[src/rtl/transceive.sv]
// 8N1 UART transceiver: independent receiver (with a one-byte holding register) and transmitter.
// Optional TRANSCEIVE_RX_SYNC_EN adds a 2-flop synchronizer on rxd.
module transceive #(
    parameter real BAUDRATE  = 9600.0,
    parameter real FREQUENCY = 12e6
) (
    input  logic       clk,
    input  logic       rst,
    input  logic       rxd,
    output logic [7:0] rx_dat,
    output logic       rx_stb,
    input  logic       rx_rdy,
    output logic       txd,
    input  logic [7:0] tx_dat,
    input  logic       tx_stb,
    output logic       tx_rdy
);
    localparam int CYCLES = $rtoi(FREQUENCY / BAUDRATE);
    localparam int CW     = (CYCLES > 1) ? $clog2(CYCLES) : 1;
    localparam logic [CW-1:0] FULL = CW'(CYCLES - 1);
    localparam logic [CW-1:0] HALF = CW'(CYCLES / 2 - 1);

    typedef enum logic [1:0] {IDLE, START, DATA, STOP} state_t;

    logic rx_in;
`ifdef TRANSCEIVE_RX_SYNC_EN
    logic [1:0] rx_sync;
    always_ff @(posedge clk or posedge rst) begin
        if (rst) rx_sync <= 2'b11;
        else     rx_sync <= {rx_sync[0], rxd};
    end
    assign rx_in = rx_sync[1];
`else
    assign rx_in = rxd;
`endif

    // ---------------- receiver ----------------
    state_t          rx_state, rx_state_n;
    logic [CW-1:0]   rx_cnt, rx_cnt_n;
    logic [2:0]      rx_bit, rx_bit_n;
    logic [7:0]      rx_sh, rx_sh_n;
    logic            rx_err, rx_err_n;
    logic            rx_done;

    always_ff @(posedge clk or posedge rst) begin
        if (rst) begin
            rx_state <= IDLE;
            rx_cnt   <= '0;
            rx_bit   <= '0;
            rx_sh    <= '0;
            rx_err   <= 1'b0;
        end else begin
            rx_state <= rx_state_n;
            rx_cnt   <= rx_cnt_n;
            rx_bit   <= rx_bit_n;
            rx_sh    <= rx_sh_n;
            rx_err   <= rx_err_n;
        end
    end

    always_comb begin
        rx_state_n = rx_state;
        rx_cnt_n   = rx_cnt;
        rx_bit_n   = rx_bit;
        rx_sh_n    = rx_sh;
        rx_err_n   = rx_err;
        rx_done    = 1'b0;
        case (rx_state)
            IDLE: if (!rx_in) begin
                rx_state_n = START;
                rx_cnt_n   = '0;
            end
            START: if (rx_cnt == HALF) begin
                rx_cnt_n   = '0;
                rx_bit_n   = '0;
                rx_state_n = rx_in ? IDLE : DATA;
            end else rx_cnt_n = rx_cnt + 1'b1;
            DATA: if (rx_cnt == FULL) begin
                rx_cnt_n = '0;
                rx_sh_n  = {rx_in, rx_sh[7:1]};
                if (rx_bit == 3'd7) rx_state_n = STOP;
                else                rx_bit_n   = rx_bit + 1'b1;
            end else rx_cnt_n = rx_cnt + 1'b1;
            STOP: begin
                // framing error parks here until the line returns high
                if (rx_err) begin
                    if (rx_in) begin
                        rx_state_n = IDLE;
                        rx_err_n   = 1'b0;
                    end
                end else if (rx_cnt == FULL) begin
                    rx_cnt_n = '0;
                    if (rx_in) begin
                        rx_state_n = IDLE;
                        rx_done    = 1'b1;
                    end else rx_err_n = 1'b1;
                end else rx_cnt_n = rx_cnt + 1'b1;
            end
            default: rx_state_n = IDLE;
        endcase
    end

    // holding register: a byte completing while one is still held is dropped
    always_ff @(posedge clk or posedge rst) begin
        if (rst) begin
            rx_dat <= 8'h00;
            rx_stb <= 1'b0;
        end else if (rx_done && (!rx_stb || rx_rdy)) begin
            rx_dat <= rx_sh;
            rx_stb <= 1'b1;
        end else if (rx_stb && rx_rdy) begin
            rx_stb <= 1'b0;
        end
    end

    // ---------------- transmitter ----------------
    state_t          tx_state, tx_state_n;
    logic [CW-1:0]   tx_cnt, tx_cnt_n;
    logic [2:0]      tx_bit, tx_bit_n;
    logic [7:0]      tx_sh, tx_sh_n;
    logic            txd_n;

    assign tx_rdy = (tx_state == IDLE);

    always_ff @(posedge clk or posedge rst) begin
        if (rst) begin
            tx_state <= IDLE;
            tx_cnt   <= '0;
            tx_bit   <= '0;
            tx_sh    <= '0;
            txd      <= 1'b1;
        end else begin
            tx_state <= tx_state_n;
            tx_cnt   <= tx_cnt_n;
            tx_bit   <= tx_bit_n;
            tx_sh    <= tx_sh_n;
            txd      <= txd_n;
        end
    end

    always_comb begin
        tx_state_n = tx_state;
        tx_cnt_n   = tx_cnt;
        tx_bit_n   = tx_bit;
        tx_sh_n    = tx_sh;
        txd_n      = txd;
        case (tx_state)
            IDLE: if (tx_stb) begin
                tx_state_n = START;
                tx_sh_n    = tx_dat;
                tx_cnt_n   = '0;
                txd_n      = 1'b0;
            end
            START: if (tx_cnt == FULL) begin
                tx_cnt_n   = '0;
                tx_bit_n   = '0;
                txd_n      = tx_sh[0];
                tx_sh_n    = {1'b1, tx_sh[7:1]};
                tx_state_n = DATA;
            end else tx_cnt_n = tx_cnt + 1'b1;
            DATA: if (tx_cnt == FULL) begin
                tx_cnt_n = '0;
                if (tx_bit == 3'd7) begin
                    tx_state_n = STOP;
                    txd_n      = 1'b1;
                end else begin
                    tx_bit_n = tx_bit + 1'b1;
                    txd_n    = tx_sh[0];
                    tx_sh_n  = {1'b1, tx_sh[7:1]};
                end
            end else tx_cnt_n = tx_cnt + 1'b1;
            STOP: if (tx_cnt == FULL) begin
                tx_cnt_n   = '0;
                tx_state_n = IDLE;
            end else tx_cnt_n = tx_cnt + 1'b1;
            default: tx_state_n = IDLE;
        endcase
    end
endmodule

[config.mk]
export PLATFORM = sky130hd
export DESIGN_NAME = transceive
export DESIGN_NICKNAME = d
export VERILOG_FILES = /design/src/rtl/transceive.sv
export SDC_FILE = /design/constraint.sdc
export NUM_CORES = 1
export LEC_CHECK = 0
export CAP_MARGIN = 15
export CORE_AREA = 3 3 93 69
export CTS_CLUSTER_SIZE = 25
export DETAILED_ROUTE_END_ITERATION = 7
export DIE_AREA = 0 0 96 72
export GPL_TIMING_DRIVEN = 0
export PLACE_DENSITY_LB_ADDON = 0.1
export SLEW_MARGIN = 25
export SYNTH_ARGS = -nofsm -noshare
export SYNTH_HDL_FRONTEND = slang
export SYNTH_SLANG_ARGS = --single-unit
[constraint.sdc]
create_clock -name clk -period 3 [get_ports clk]
set_clock_uncertainty 0.05 [all_clocks]
set_input_delay 0.6 -clock clk [delete_from_list [all_inputs] [get_ports clk]]
set_output_delay 0.6 -clock clk [all_outputs]
set_load 0.03 [all_outputs]
==> results.md <==
- The largest fanout on the critical path is 4.
- Setup repair after global routing left no endpoint under its margin.
- In the synthesized netlist the dominant register cell turns out to be dfrtp_1.
- The routed design could run at a clock period as short as 2.44 ns.
- The first detailed-routing pass took 4 iterations.
- The cell area after synthesis is 0.00319 mm^2.
- The count of hold-fix buffers inserted at cts is 0.
- The reported max-cap violation count is 0.
- The portion of total power attributed to the clock network is 49.4%.
- In the synthesized netlist the async set-or-reset flop fraction comes to 100%.
- For this block, the routed nets add up to 6.06 mm of wire.
- The floorplan step set the die width to 96 um.
- The number of warnings printed during yosys synthesis is 0.
- For this run, the share of the core covered by cells in the final layout is 67.2%.
- The routability congestion estimate from global placement is 0.810.
- The power density over the cells is 438 mW/mm^2.
- Synthesis produced a netlist with a net count of 332.
- The number of buffers inserted by port buffering is 23.
- The number of nets with antenna violations after routing is 0.
- The flow ran to the end, and the final reports show no timing, DRC or antenna violations.
- The H-tree depth is 3.
- The post-synthesis cell type count is 56.
- Of the available clock period, the critical path in the final layout requires 81.2%.
- Combinational cells account for 2.3% of the total power.
- The cell area after layout is 0.00377 mm^2.
- The path type of the worst setup path is reg2out.
- The end point of the most critical hold path is txd$_DFFE_PP1P_.
- The worst setup path is captured at an output port.
- Dividing the detail-routed via count by the number of cells gives 5.62.
- The violation count after the first detailed-routing iteration is 125.
- On the final layout, the worst hold slack is 0.433 ns.
- The required time of the critical path is 2.35 ns.
- Yosys attributes the largest share of cell area to dfrtp_1, mux2_2, ha_1.
- In this run the cell area measured after placement is 0.00354 mm^2.
- Cells with a size suffix above 1 make up 17.4% of the layout.
- The analysis attributes to net switching a power of 0.324 mW.
- TritonCTS built the clock tree.
- The highest layer touched by signal routing is met4.
- After detailed routing, the wire length on met1 is 3.00 mm.
- At the placement stage, the worst setup path has a slack of 0.642 ns.
- The static power due to leakage is 1.74 nW.
- Derived from the worst setup path, the maximum achievable clock frequency is 0.410 GHz.
- STA classifies the critical path startpoint as a register.
- The worst path meets setup with 0.563 ns of slack.
- The sequential group share of total power is 48.2%.
- The first-pass GRT wire length is 10.5 mm.
- The number of synthesized flops with an enable pin is 0.
- The largest net degree at the start of global routing is 50.
- The number of sinks on the clock net is 59.
- In this run the worst hold path is classified as reg2reg.
- The capturing point of the worst reg2reg path is rx_bit[2]$_DFFE_PP0P_.
- The number of cells traversed by the worst register-to-register path is 6.
- Across the VDD grid, the largest voltage drop is 0.260 mV.
- Overall power consumption after layout is estimated at 1.65 mW.
- The core area is 0.00561 mm^2.
- The tree is rooted in a clkbuf_8.
- The number of I/O pins is 24.
- The count of endpoints failing hold in the final timing report came to 0.
- Once the clock tree was built, the setup fixing pass inserted 0 buffers.
- The wire length on met3 is 180 um.
- The number of antenna violations at the first check in global routing is 0.
- The number of rows in the core area is 23.
- The count of endpoints failing setup in the final report is 0.
- The startpoint of the worst register-to-register path is rx_bit[0]$_DFFE_PP0P_.
- The area of the die is 0.00691 mm^2.
- The mean routed wirelength per cell is 14.4 um.
- For this configuration, the core starts out at a cell density of 56.8%.
- In this run the tightest slew margin relative to its limit is 54.9%.
- The via count of the first global-routing pass is 2261.
- The clock passes through at most 2 buffers.
- In this run, CTS created clock tree buffers numbering 9.
- The total grt overflow is 0.
- After clock tree synthesis, the clock-pin slew on the worst setup and hold paths is 0.07 ns.
- Gates resized during post-CTS repair numbered 0.
- The detailed placer's ending HPWL is 4.30 mm.
- The area growth from synthesis to layout is 18.2%.
- The count of cells along the worst hold path is 2.
- The fraction of post-synthesis cell area in the top cell type by area is 45.5%.
- The wire length on met2 is 2.80 mm.
- Data arrives at the worst endpoint at 1.79 ns.
- The register area share after synthesis is 46.4%.
- The start point of the worst hold path is txd$_DFFE_PP1P_.
- The overall via count from detail_route is 2361.
- The number of design rule violations left after detail routing is 0.
- The average cell area after synthesis is 10.5 um^2.
- The vertical die dimension is 72 um.
- The cell count after synthesis is 305.
- The final layout contains 367 nets.
- The later pin in the worst-skew pair is clocked with a latency of 0.33 ns.
- Global routing consumed, over all layers together, 19.7% of the routing resources.
- The diode insertion count for antenna repair is 0.
- The internal portion of the total power is 1.33 mW.
- The synthesized design spends more area on one cell type than any other, namely dfrtp_1.
- The number of storage elements in the synthesis netlist is 59.
- The slack of the worst reg-to-reg path is 0.77 ns.
- The measured slew at the worst slew-check pin is 0.677 ns.
- The final max-slew violation count is 0.
- Net switching is 19.6% of the power.
-- sequential cells by signal (all words and copies together), names as in the netlist, named ones only --
| register | flops |
|---|---|
| rx_cnt | 11 |
| tx_cnt | 11 |
| rx_dat | 8 |
| rx_sh | 8 |
| tx_sh | 8 |
| rx_bit | 3 |
| tx_bit | 3 |
| tx_state | 2 |
| rx_err | 1 |
| rx_state | 1 |
| rx_stb | 1 |
| txd | 1 |
-- cell families (layout without fill, tap and decap cells) --
| group | count (synthesis) | after routing | share of synthesized area [%] |
|---|---|---|---|
| AOI/OAI and AO/OA | 57 | 57 | 12.6 |
| xor gates and xnor gates | 6 | 6 | 1.65 |
| adders and majority gates | 14 | 14 | 5.49 |
| buffers and inverters | 20 | 60 | 2.79 |
| DFF | 59 | 59 | 46.4 |
| muxes | 32 | 32 | 10.9 |
| and+or+nand+nor | 117 | 117 | 20.2 |
-- layout by cell type, fill, tap and decap left out, types with 3 or more instances in the layout --
cell             count
nor3_2               3
xor2_1               4
clkbuf_8            12
o21ai_0             18
a21oi_1              3
o211ai_1             4
inv_1                9
nand2_1             42
clkdlybuf4s50_1     23
a22o_1               5
o21ai_1              8
clkbuf_1             6
nor2_1              25
and3_1               6
dfrtp_1             58
ha_1                14
mux2i_1             11
mux2_2              19
nand3_1             11
nor3_1               7
-- metrics by stage --
| step | TNS, ns | cells |
|---|---|---|
| CTS | 0 | 420 |
| floorplan | 0 | 305 |
| detailed placement | 0 | 404 |
| global route | 0 | 420 |
| finish | 0 | 420 |
| global placement | -11.07 | 403 |
-- power by group through the flow --
stage	Clock, mW	Sequential (mW)	Combinational [mW]
final	0.816	0.796	0.0386
after global routing	0.876	0.795	0.0430
after CTS	0.838	0.795	0.0403
after detailed placement	0	0.810	0.0405
after global placement	0	0.810	0.0351
after floorplan	0	0.810	0.0138
-- area by class of cell --
type,count,area [um^2]
tap,75,93.8
fill,448,1840
timing repair buffer,24,258
clock inverter,4,72.6
inverter,11,43.8
clock buffer,12,155
buffer,9,47.5
multi-input combinational,226,1620
sequential,59,1480
-- synthesized netlist by cell type, types with 4 or more instances --
cell type and number:
dfrtp_1 58, nand2_1 42, nor2_1 25, mux2_2 19
o21ai_0 18, ha_1 14, mux2i_1 11, nand3_1 11
inv_1 10, o21ai_1 8, nor3_1 7, and3_1 6
a22o_1 5, clkbuf_1 5, o211ai_1 4, xor2_1 4
-- critical path, cell delays in order, from the launching register on --
cell             delay [ns]
dfrtp_1                0.41
inv_1                  0.15
ha_1                   0.21
clkdlybuf4s50_1        0.68
-- worst max path at each step --
| stage | to | cells after the start | start | slack (ns) |
|---|---|---|---|---|
| 2_1_floorplan | rx_bit[1]$_DFFE_PP0P_ | 6 | rx_bit[0]$_DFFE_PP0P_ | 0.89 |
| 3_3_place_gp | rx_cnt[9]$_DFFE_PP0P_ | 2 | rst | -0.19 |
| 3_5_place_dp | tx_cnt[3]$_DFFE_PP0N_ | 6 | tx_stb | 0.64 |
| 4_1_cts | tx_rdy | 3 | tx_state[0]$_DFFE_PP0P_ | 0.57 |
| 5_1_grt | tx_rdy | 3 | tx_state[0]$_DFFE_PP0P_ | 0.51 |
| 6_report | tx_rdy | 3 | tx_state[0]$_DFFE_PP0P_ | 0.56 |
-- layer usage --
| metal | vias to the layer above | track usage, % |
|---|---|---|
| met1 | 1155 | 27.0 |
| met5 | - | 0 |
| li1 | 1165 | - |
| met4 | 0 | 7.10 |
| met2 | 33 | 29.5 |
| met3 | 8 | 6.01 |
(Power assumes the default switching activity.)
